==> config.mk <==
export PLATFORM = sky130hd
export DESIGN_NAME = alu_issue_unit
export DESIGN_NICKNAME = d
export VERILOG_FILES = /design/src/rtl/alu_issue_pkg.sv /design/src/rtl/alu_issue_regfile.sv /design/src/rtl/alu_issue_unit.sv
export SDC_FILE = /design/constraint.sdc
export NUM_CORES = 1
export LEC_CHECK = 0
export ABC_CLOCK_PERIOD_IN_PS = 1600
export BUFFER_PORTS_ARGS = -buffer_cell sky130_fd_sc_hd__buf_4
export CORE_ASPECT_RATIO = 1.25
export CORE_MARGIN = 4
export CORE_UTILIZATION = 52
export CTS_CLUSTER_SIZE = 20
export DETAILED_ROUTE_END_ITERATION = 6
export HOLD_SLACK_MARGIN = 0.08
export PLACE_DENSITY = 0.91
export SETUP_SLACK_MARGIN = 0.1
export SLEW_MARGIN = 40
export SYNTH_ARGS = -nofsm -noshare
export SYNTH_HDL_FRONTEND = slang
export SYNTH_HIERARCHICAL = 1
export SYNTH_SLANG_ARGS = --single-unit
export TNS_END_PERCENT = 10
==> constraint.sdc <==
create_clock -name clk_i -period 1.6 [get_ports clk_i]
set_input_delay 0.16 -clock clk_i [delete_from_list [all_inputs] [get_ports clk_i]]
set_output_delay 0.16 -clock clk_i [all_outputs]
set_load 0.02 [all_outputs]
==> src/rtl/alu_issue_pkg.sv <==
// alu_issue_pkg
//   Shared definitions for the ALU issue unit: FSM state encoding, the fixed
//   ALU data width, the default register count and the instruction record
//   used by anything that assembles instructions for the unit.
package alu_issue_pkg;

   localparam int ALU_DW         = 4;
   localparam int NREG_DEFAULT   = 4;
   localparam int REG_AW_DEFAULT = $clog2(NREG_DEFAULT);

   typedef enum logic [1:0] {
      ST_IDLE  = 2'd0,
      ST_ISSUE = 2'd1,
      ST_WB    = 2'd2
   } state_e;

   typedef struct packed {
      logic [3:0]                op;
      logic [REG_AW_DEFAULT-1:0] ra;
      logic [REG_AW_DEFAULT-1:0] rb;
      logic [REG_AW_DEFAULT-1:0] rd;
      logic [ALU_DW-1:0]         imm;
      logic                      use_imm;
      logic                      ld;
   } instr_t;

endpackage

==> src/rtl/alu_issue_regfile.sv <==
// alu_issue_regfile
//   NREG x DW register file: one synchronous write port, three asynchronous
//   read ports (operand A, operand B, debug). Asynchronous active-high reset
//   clears every entry.
// Ports:
//   clk_i, rst_i                     clock, async reset
//   we_i, waddr_i, wdata_i           write port
//   raddr_a_i / rdata_a_o            operand A read
//   raddr_b_i / rdata_b_o            operand B read
//   raddr_dbg_i / rdata_dbg_o        debug read
module alu_issue_regfile #(
   parameter int NREG = 4,
   parameter int DW   = 4,
   localparam int AW  = $clog2(NREG)
) (
   input  logic          clk_i,
   input  logic          rst_i,
   input  logic          we_i,
   input  logic [AW-1:0] waddr_i,
   input  logic [DW-1:0] wdata_i,
   input  logic [AW-1:0] raddr_a_i,
   output logic [DW-1:0] rdata_a_o,
   input  logic [AW-1:0] raddr_b_i,
   output logic [DW-1:0] rdata_b_o,
   input  logic [AW-1:0] raddr_dbg_i,
   output logic [DW-1:0] rdata_dbg_o
);

   logic [DW-1:0] mem_q [NREG];

   always_ff @(posedge clk_i or posedge rst_i) begin
      if (rst_i) begin
         for (int i = 0; i < NREG; i++) mem_q[i] <= '0;
      end else if (we_i) begin
         mem_q[waddr_i] <= wdata_i;
      end
   end

   assign rdata_a_o   = mem_q[raddr_a_i];
   assign rdata_b_o   = mem_q[raddr_b_i];
   assign rdata_dbg_o = mem_q[raddr_dbg_i];

endmodule

==> src/rtl/alu_issue_unit.sv <==
// alu_issue_unit
//   Sequencing front end for the 4-bit opcode ALU. Accepts one instruction
//   per valid/ready handshake, reads operands from the register file, drives
//   the ALU inputs from registers and writes the ALU results back, turning
//   the combinational ALU into a three-cycle datapath (IDLE -> ISSUE -> WB).
// Configuration macro:
//   ALU_ISSUE_OVERLAP_EN  accept in WB as well (2-cycle throughput) with
//                         forwarding of the write-back value to operand reads.
// Ports:
//   clk_i, rst_i                         clock, async active-high reset
//   instr_valid_i / instr_ready_o        instruction handshake
//   instr_op_i, instr_ra_i, instr_rb_i,
//   instr_rd_i, instr_imm_i,
//   instr_use_imm_i, instr_ld_i          instruction fields
//   alu_a_o, alu_b_o, alu_opcode_o       registered ALU inputs
//   alu_x_i, alu_y_i                     ALU results
//   aux_o                                last captured alu_y
//   dbg_addr_i / dbg_data_o              combinational register read
//   busy_o, retire_o, retire_count_o     status
module alu_issue_unit
   import alu_issue_pkg::*;
#(
   parameter int NREG = NREG_DEFAULT,
   parameter int DW   = ALU_DW,
   localparam int AW  = $clog2(NREG)
) (
   input  logic          clk_i,
   input  logic          rst_i,
   input  logic          instr_valid_i,
   output logic          instr_ready_o,
   input  logic [3:0]    instr_op_i,
   input  logic [AW-1:0] instr_ra_i,
   input  logic [AW-1:0] instr_rb_i,
   input  logic [AW-1:0] instr_rd_i,
   input  logic [DW-1:0] instr_imm_i,
   input  logic          instr_use_imm_i,
   input  logic          instr_ld_i,
   output logic [DW-1:0] alu_a_o,
   output logic [DW-1:0] alu_b_o,
   output logic [3:0]    alu_opcode_o,
   input  logic [DW-1:0] alu_x_i,
   input  logic [DW-1:0] alu_y_i,
   output logic [DW-1:0] aux_o,
   input  logic [AW-1:0] dbg_addr_i,
   output logic [DW-1:0] dbg_data_o,
   output logic          busy_o,
   output logic          retire_o,
   output logic [7:0]    retire_count_o
);

   state_e        state_q, state_d;
   logic          accept;
   logic [DW-1:0] alu_a_q, alu_b_q, aux_q, imm_q;
   logic [3:0]    alu_op_q;
   logic [AW-1:0] rd_q;
   logic          ld_q;
   logic [7:0]    retire_count_q;
   logic [DW-1:0] rf_a, rf_b, opnd_a, opnd_b, wb_data;

   assign accept  = instr_valid_i & instr_ready_o;
   // A load writes its latched immediate; everything else writes alu_x.
   assign wb_data = ld_q ? imm_q : alu_x_i;

   // FSM state register
   always_ff @(posedge clk_i or posedge rst_i) begin
      if (rst_i) state_q <= ST_IDLE;
      else       state_q <= state_d;
   end

   // FSM next state
   always_comb begin
      state_d = state_q;
      case (state_q)
         ST_IDLE:  if (accept) state_d = ST_ISSUE;
         ST_ISSUE: state_d = ST_WB;
         ST_WB:    state_d = accept ? ST_ISSUE : ST_IDLE;
         default:  state_d = ST_IDLE;
      endcase
   end

   // FSM outputs
   always_comb begin
      instr_ready_o = 1'b0;
      busy_o        = 1'b1;
      retire_o      = 1'b0;
      case (state_q)
         ST_IDLE: begin
            instr_ready_o = 1'b1;
            busy_o        = 1'b0;
         end
         ST_WB: begin
            retire_o = 1'b1;
`ifdef ALU_ISSUE_OVERLAP_EN
            instr_ready_o = 1'b1;
`endif
         end
         default: ;
      endcase
   end

   alu_issue_regfile #(.NREG(NREG), .DW(DW)) u_rf (
      .clk_i       (clk_i),
      .rst_i       (rst_i),
      .we_i        (retire_o),
      .waddr_i     (rd_q),
      .wdata_i     (wb_data),
      .raddr_a_i   (instr_ra_i),
      .rdata_a_o   (rf_a),
      .raddr_b_i   (instr_rb_i),
      .rdata_b_o   (rf_b),
      .raddr_dbg_i (dbg_addr_i),
      .rdata_dbg_o (dbg_data_o)
   );

`ifdef ALU_ISSUE_OVERLAP_EN
   // An instruction accepted in WB reads the value being written this cycle.
   always_comb begin
      opnd_a = rf_a;
      opnd_b = instr_use_imm_i ? instr_imm_i : rf_b;
      if (state_q == ST_WB) begin
         if (instr_ra_i == rd_q) opnd_a = wb_data;
         if (!instr_use_imm_i && instr_rb_i == rd_q) opnd_b = wb_data;
      end
   end
`else
   // Acceptance only happens in IDLE, after the previous write has committed.
   assign opnd_a = rf_a;
   assign opnd_b = instr_use_imm_i ? instr_imm_i : rf_b;
`endif

   // Datapath registers: ALU inputs load only on acceptance and hold otherwise.
   always_ff @(posedge clk_i or posedge rst_i) begin
      if (rst_i) begin
         alu_a_q        <= '0;
         alu_b_q        <= '0;
         alu_op_q       <= '0;
         rd_q           <= '0;
         ld_q           <= 1'b0;
         imm_q          <= '0;
         aux_q          <= '0;
         retire_count_q <= '0;
      end else begin
         if (accept) begin
            alu_a_q  <= opnd_a;
            alu_b_q  <= opnd_b;
            alu_op_q <= instr_op_i;
            rd_q     <= instr_rd_i;
            ld_q     <= instr_ld_i;
            imm_q    <= instr_imm_i;
         end
         if (retire_o) begin
            if (!ld_q) aux_q <= alu_y_i;
            retire_count_q <= retire_count_q + 8'd1;
         end
      end
   end

   assign alu_a_o        = alu_a_q;
   assign alu_b_o        = alu_b_q;
   assign alu_opcode_o   = alu_op_q;
   assign aux_o          = aux_q;
   assign retire_count_o = retire_count_q;

endmodule

==> results of run 1 <==
## cell type report
class                      instances  share of cell area
clock inverter                     3            0.005855
inverter                           3            0.003764
sequential                        49              0.4099
tap                               56             0.02342
multi-input combinational         89              0.3471
timing repair buffer              71              0.1870
clock buffer                       5             0.02300
## cells by family after synthesis
logic type / share of synthesized area
adder cells (fa/ha/maj): 0.005410
flip-flops: 0.5303
AO/OA/AOI/OAI: 0.008658
buffers and inverters: 0.02110
AND/OR/NAND/NOR: 0.06764
XOR/XNOR: 0.02652
multiplexers: 0.3404
## flip-flops by register name (all words and copies together), names as in the netlist
| signal | flops |
|---|---|
| u_rf/mem_q | 16 |
| retire_count_o | 8 |
| alu_a_o | 4 |
| alu_b_o | 4 |
| alu_opcode_o | 4 |
| aux_o | 4 |
| imm_q | 4 |
| rd_q | 2 |
| state_q | 2 |
| ld_q | 1 |
## metal layers
layer  share of wire  track usage  wire length (um)  vias to the layer above
li1                -            -                 -                      682
met1            0.39       0.2439              1993                      785
met2            0.53       0.3476              2663                       54
met3           0.065      0.05277               327                        9
met4           0.016      0.06491                79                        0
met5               0            0                 0                        -
## worst paths after layout
check | from | to | slack, ns | cells after the start
hold reg to reg | retire_count_o[7] | retire_count_o[7] | 0.49 | 1
setup / recovery | u_rf/mem_q[6] | dbg_data_o[2] | 0.05 | 2
min in group asynchronous | rst_i | alu_a_o[2] | 0.28 | 3
hold / removal | instr_op_i[2] | alu_opcode_o[2] | 0.09 | 2
max in group asynchronous | rst_i | u_rf/mem_q[13] | 0.65 | 3
setup reg to reg | state_q[1] | u_rf/mem_q[13] | 0.13 | 3
## repair_timing
| action | 4_1_cts | 5_1_grt |
|---|---|---|
| resized for setup | 2 | 1 |
| setup buffers | 2 | 3 |
| gates cloned | 0 | 0 |
| hold buffers | 2 | 2 |
| setup endpoints to repair | 9 | 10 |
| endpoints found under the hold margin | 50 | 2 |
## per-stage QoR
| step | cell area, sq um | power, mW | hold WS, ns |
|---|---|---|---|
| floorplan | 2312 | 3.369 | 0.07374 |
| global placement | 2823 | 4.095 | 0.02321 |
| detailed placement | 2823 | 4.189 | 0.02705 |
| CTS | 2945 | 4.959 | 0.08007 |
| global route | 2992 | 5.295 | 0.08373 |
| finish | 2992 | 4.992 | 0.09172 |
## cell usage after synthesis, drive strengths merged, types with 2 or more instances
library cell	count
dfrtp	49
mux2	40
mux4	12
xnor2	6
a21oi	4
buf	4
mux2i	4
nand4	4
nor2	4
inv	3
and2b	2
nand2	2
nand3b	2
nor3b	2
## report_power, final
part | leakage (nW) | switching [mW] | internal (mW)
Combinational | 0.731 | 0.916 | 1.23
Sequential | 0.586 | 0.422 | 1.72
Clock | 0.0439 | 0.402 | 0.302
Total | 1.36 | 1.74 | 3.25
## worst max-delay path, delay by kind of cell (launching register included)
kind	cells	cell delay (ns)
buffers and inverters	1	0.18
flip-flops	1	0.42
multiplexers	1	0.50
## placed cells by master (no fill, tap or decap)
cell and count:
nand3b_1 2, mux2i_1 4, inv_1 3, or2_2 1, buf_6 1, nor2b_4 1, and2b_4 1, ha_1 1
dlygate4sd3_1 4, xor2_1 1, dfrtp_1 49, nand2_1 2, clkinv_2 2, and4b_2 1, mux2_2 36, nor3b_4 2
nor2_1 4, xnor2_1 6, mux4_1 2, clkbuf_8 5, mux4_2 10, clkinvlp_4 1, nand4_1 4, buf_4 65
and3_1 1, and2b_2 1, buf_12 1, nand3_1 1, mux2_4 4, a21oi_1 4
==> flow_summary_export.csv, run 1 <==
group,metric,value,unit
drt,dr.first_iter.drc_count,39,
synthesis,ys_seq_elements,49,
cells_and_area,multi_input_area,1039,sq um
drt,remaining_drc_errors,0,
cells_and_area,utilization,0.7129,
synthesis,postSynthCellCount,145,
setup_path,crit_path_max_incr_delay,0.50,ns
cells_and_area,final_cells,276,
cts,root_buffer,"clkbuf_8",
global_routing,grt_max_degree,33,
run_status,outcome,"completed",
drt,wl_per_cell,18.35,um
setup_path,crit_slowest_cell,"mux4_2",
synthesis,netlist-cell-type-count,25,
setup_path,arrival,1.39,ns
global_routing,grt_pass1_wl,8204,um
setup_path,start_kind,"register",
floorplanning,rows,26,
sta,rsz0062_at_grt,"yes",
place,numPortBuffers,59,
setup_path,criticalPathCategory,"register to primary output",
synthesis,ys_async_sr_fraction,1.000,
floorplanning,ios,60,
sta,worstMarginPinSlew,0.6456,ns
synthesis,yosys_warnings,6,
cts,cts_tree,"done",
setup_path,cp.required,1.44,ns
sta,setup-tns-final,0,ns
cells_and_area,diodes,0,
place,place_congestion,0.8296,
synthesis,yosysTopAreaCell,"dfrtp_1",
synthesis,synth.area.top_cells,"dfrtp_1 53%, mux2_2 18%, mux4_2 8.8%",
global_routing,grt_pass1_vias,1670,
sta,clock.fmax,647.2,MHz
sta,clock_skew,0.008386,ns
cells_and_area,fin_nets,249,
setup_path,path_cells,"mux4_2, buf_4",
place,dp_cells,259,
sta,layout_setup_ws,0.05486,ns
sta,slew_headroom,0.5691,
power,powerDensity,1669,nW/um^2
power,vdd_drop_max,880.1,uV
sta,maxSlewViolCount,0,
cts,clock-sinks,49,
drt,dr.pass1.iters,4,
floorplanning,start_util,0.5510,
global_routing,grt_use_total,0.2017,
floorplanning,core-area,4197,sq um
cells_and_area,drive_gt1_frac,0.6000,
setup_path,critPathMaxFanout,4,
global_routing,grt-ovfl-total,0,
job,maxCapViolCount,0,
cells_and_area,ff_latch_area,1226,sq um
sta,post-route-min-period,1.545,ns
sta,setup_viol,0,
cts,clockBufferDepth,2,
synthesis,synth_top_flop_cell,"dfrtp_1",
floorplanning,die_y,82.56,um
synthesis,syn_nets,175,
cells_and_area,fillers,283,
synthesis,seq_area_frac_synth,0.5303,
cts,htree_num_levels,2,
floorplanning,die_x,67.64,um
cells_and_area,area_delta_synth_final,29.38,%
global_routing,antenna_found_initial,0,
worst_hold_path,min_path_type,"input pin to register",
synthesis,syn-mean-instance-area,15.95,sq um
cts,clkTransAtPathRegs,0.09,ns
drt,drt.antenna.violating_nets,0,
setup_path,endpoint_kind,"primary output",
power,power_leakage,1.361,nW
sta,hold_viol,0,
drt,wl,5064,um
place,pre_cts_ws,0.04676,ns
cts,clock_latency,0.30,ns
cts,numCtsBuffers,5,
synthesis,synth_area,2312,sq um
place,dp_hpwl,3726,um
drt,via_count,1530,
sta,post-route-period-util,0.9657,
floorplanning,die_area,5584,sq um
drt,routed_via_density,5.543,
synthesis,synth_edf_count,0,
synthesis,synth_top_area_frac,0.5303,
(Power assumes the default switching activity.)
==> run 2: changes to the inputs <==
--- a/config.mk
+++ b/config.mk
@@ -14,6 +14,7 @@
 export DETAILED_ROUTE_END_ITERATION = 6
 export HOLD_SLACK_MARGIN = 0.08
 export PLACE_DENSITY = 0.91
+export RECOVER_POWER = 25
 export SETUP_SLACK_MARGIN = 0.1
 export SLEW_MARGIN = 40
 export SYNTH_ARGS = -nofsm -noshare
==> flow_summary_export.csv, run 2 (synthesis gave the netlist of run 1 again) <==
group,metric,value,unit
cells_and_area,area_delta_synth_final,29.28,%
setup_path,r2r_cells,3,
sta,layout_setup_ws,0.05858,ns
sta,post-route-min-period,1.541,ns
setup_path,reg2reg_to,"u_rf/mem_q[13]",
sta,hold_viol,0,
cts,numCtsBuffers,5,
cells_and_area,layout_commonest_cell,"buf_4",
place,dp_cells,259,
worst_hold_path,min_from,"instr_op_i[3]",
floorplanning,core-area,4197,sq um
setup_path,reg2reg_slack,0.13,ns
drt,wl,5061,um
sta,worstMarginPinSlew,0.7842,ns
sta,clock.fmax,648.8,MHz
worst_hold_path,hold_depth,2,
cts,htree_num_levels,2,
setup_path,crit_family,"multiplexers",
setup_path,reg2reg_from,"state_q[1]",
sta,post-route-period-util,0.9634,
global_routing,grt-ovfl-total,0,
worst_hold_path,min_to,"alu_opcode_o[3]",
drt,drt.antenna.violating_nets,0,
floorplanning,die_x,67.64,um
setup_path,endpoint_kind,"primary output",
power,power_leakage,1.360,nW
setup_path,path_buf_inv,1,
cells_and_area,diodes,0,
power,vdd_drop_max,882.5,uV
setup_path,start_kind,"register",
cells_and_area,fin_nets,249,
setup_path,crit_slowest_cell,"mux4_2",
global_routing,grt_pass1_wl,8204,um
drt,dr.pass1.iters,4,
cells_and_area,regMostFlops,"u_rf/mem_q",
global_routing,grt_pass1_vias,1670,
drt,wl_per_cell,18.34,um
place,place_congestion,0.8296,
floorplanning,die_y,82.56,um
cells_and_area,largest_reg_flops,16,
drt,remaining_drc_errors,0,
cells_and_area,final_cells,276,
sta,maxSlewViolCount,0,
job,maxCapViolCount,0,
run_status,outcome,"completed",
cells_and_area,drive_gt1_frac,0.6000,
worst_hold_path,min_path_type,"input pin to register",
setup_path,crit_path_max_incr_delay,0.49,ns
sta,slew_headroom,0.4772,
sta,rsz0062_at_grt,"yes",
place,pre_cts_ws,0.04676,ns
cts,clock_latency,0.30,ns
floorplanning,ios,60,
sta,setup-tns-final,0,ns
place,place_area,2823,sq um
power,powerDensity,1670,nW/um^2
cells_and_area,fillers,284,
global_routing,grt_use_total,0.2017,
place,dp_hpwl,3726,um
cells_and_area,mostFrequentLayoutCells,"63 x buf_4, 49 x dfrtp_1, 36 x mux2_2",
drt,routed_via_density,5.504,
cells_and_area,design_area,2989,sq um
setup_path,cp.required,1.44,ns
cts,root_buffer,"clkbuf_8",
sta,setup_viol,0,
cts,clkTransAtPathRegs,0.09,ns
floorplanning,die_area,5584,sq um
setup_path,critPathMaxFanout,4,
drt,via_count,1519,
floorplanning,start_util,0.5510,
setup_path,arrival,1.38,ns
drt,dr.first_iter.drc_count,40,
sta,clock_skew,0.009227,ns
power,power,4.992,mW
setup_path,path_cells,"mux4_2, buf_4",
cts,clockBufferDepth,2,
global_routing,grt_max_degree,33,
floorplanning,rows,26,
place,numPortBuffers,59,
global_routing,antenna_found_initial,0,
cts,cts_tree,"done",
setup_path,criticalPathCategory,"register to primary output",
cts,clock-sinks,49,
[run 2: changes by cell type in the layout (fill, tap and decap cells not counted)]
cell,before,now
buf_4,65,63
clkbuf_2,0,1
clkbuf_4,0,1
[run 2: power breakdown]
group / total, mW / leakage [nW] / internal, mW / switching [mW]
clock: 0.706 / 0.0439 / 0.302 / 0.403
sequential: 2.14 / 0.586 / 1.72 / 0.421
combinational: 2.15 / 0.730 / 1.23 / 0.917
total: 4.99 / 1.36 / 3.25 / 1.74
[run 2: final cells by class]
type                    instances  area [sq um]  share of cell area
inverters                       3         11.26            0.003767
well taps                      56         70.07             0.02344
clock inverters                 3         17.52            0.005860
clock buffers                   5         68.82             0.02302
multi-input cells              89          1039              0.3474
flip-flops and latches         49          1226              0.4102
repair buffers                 71         556.8              0.1863
[run 2: what timing repair did]
action	CTS	global route
hold endpoints to repair	50	2
hold buffers	2	2
setup buffers	2	3
setup endpoints to repair	9	10
gates resized for setup	2	1
[run 2: worst register-to-register path, delay by kind of cell (launching register included)]
| kind | cells | cell delay, ns |
|---|---|---|
| DFF | 1 | 0.45 |
| muxes | 1 | 0.36 |
| and+or+nand+nor | 2 | 0.54 |
[run 2: worst max-delay path by stage]
| stage | startpoint | to | depth (start not counted) |
|---|---|---|---|
| after global routing | u_rf/mem_q[6] | dbg_data_o[2] | 2 |
| after global placement | state_q[1] | u_rf/mem_q[13] | 3 |
| final | u_rf/mem_q[6] | dbg_data_o[2] | 2 |
| after CTS | u_rf/mem_q[6] | dbg_data_o[2] | 2 |
| after detailed placement | state_q[1] | u_rf/mem_q[15] | 3 |
| after floorplan | state_q[1] | u_rf/mem_q[12] | 4 |
[run 2: per-layer routing]
metal  vias up  part of all wire  track usage  wire length, um
li1        681                 -            -                -
met2        51              0.53       0.3476             2676
met3         9             0.060      0.05277              304
met1       778              0.40       0.2439             2001
met4         0             0.016      0.06491               79
met5         -                 0            0                0
[run 2: metrics by stage]
| step | hold WS [ns] | utilization |
|---|---|---|
| after floorplan | 0.07374 | - |
| after global placement | 0.02321 | 0.6726 |
| after detailed placement | 0.02705 | 0.6726 |
| after CTS | 0.08007 | 0.7018 |
| after global routing | 0.08373 | 0.7123 |
| final | 0.09128 | 0.7123 |
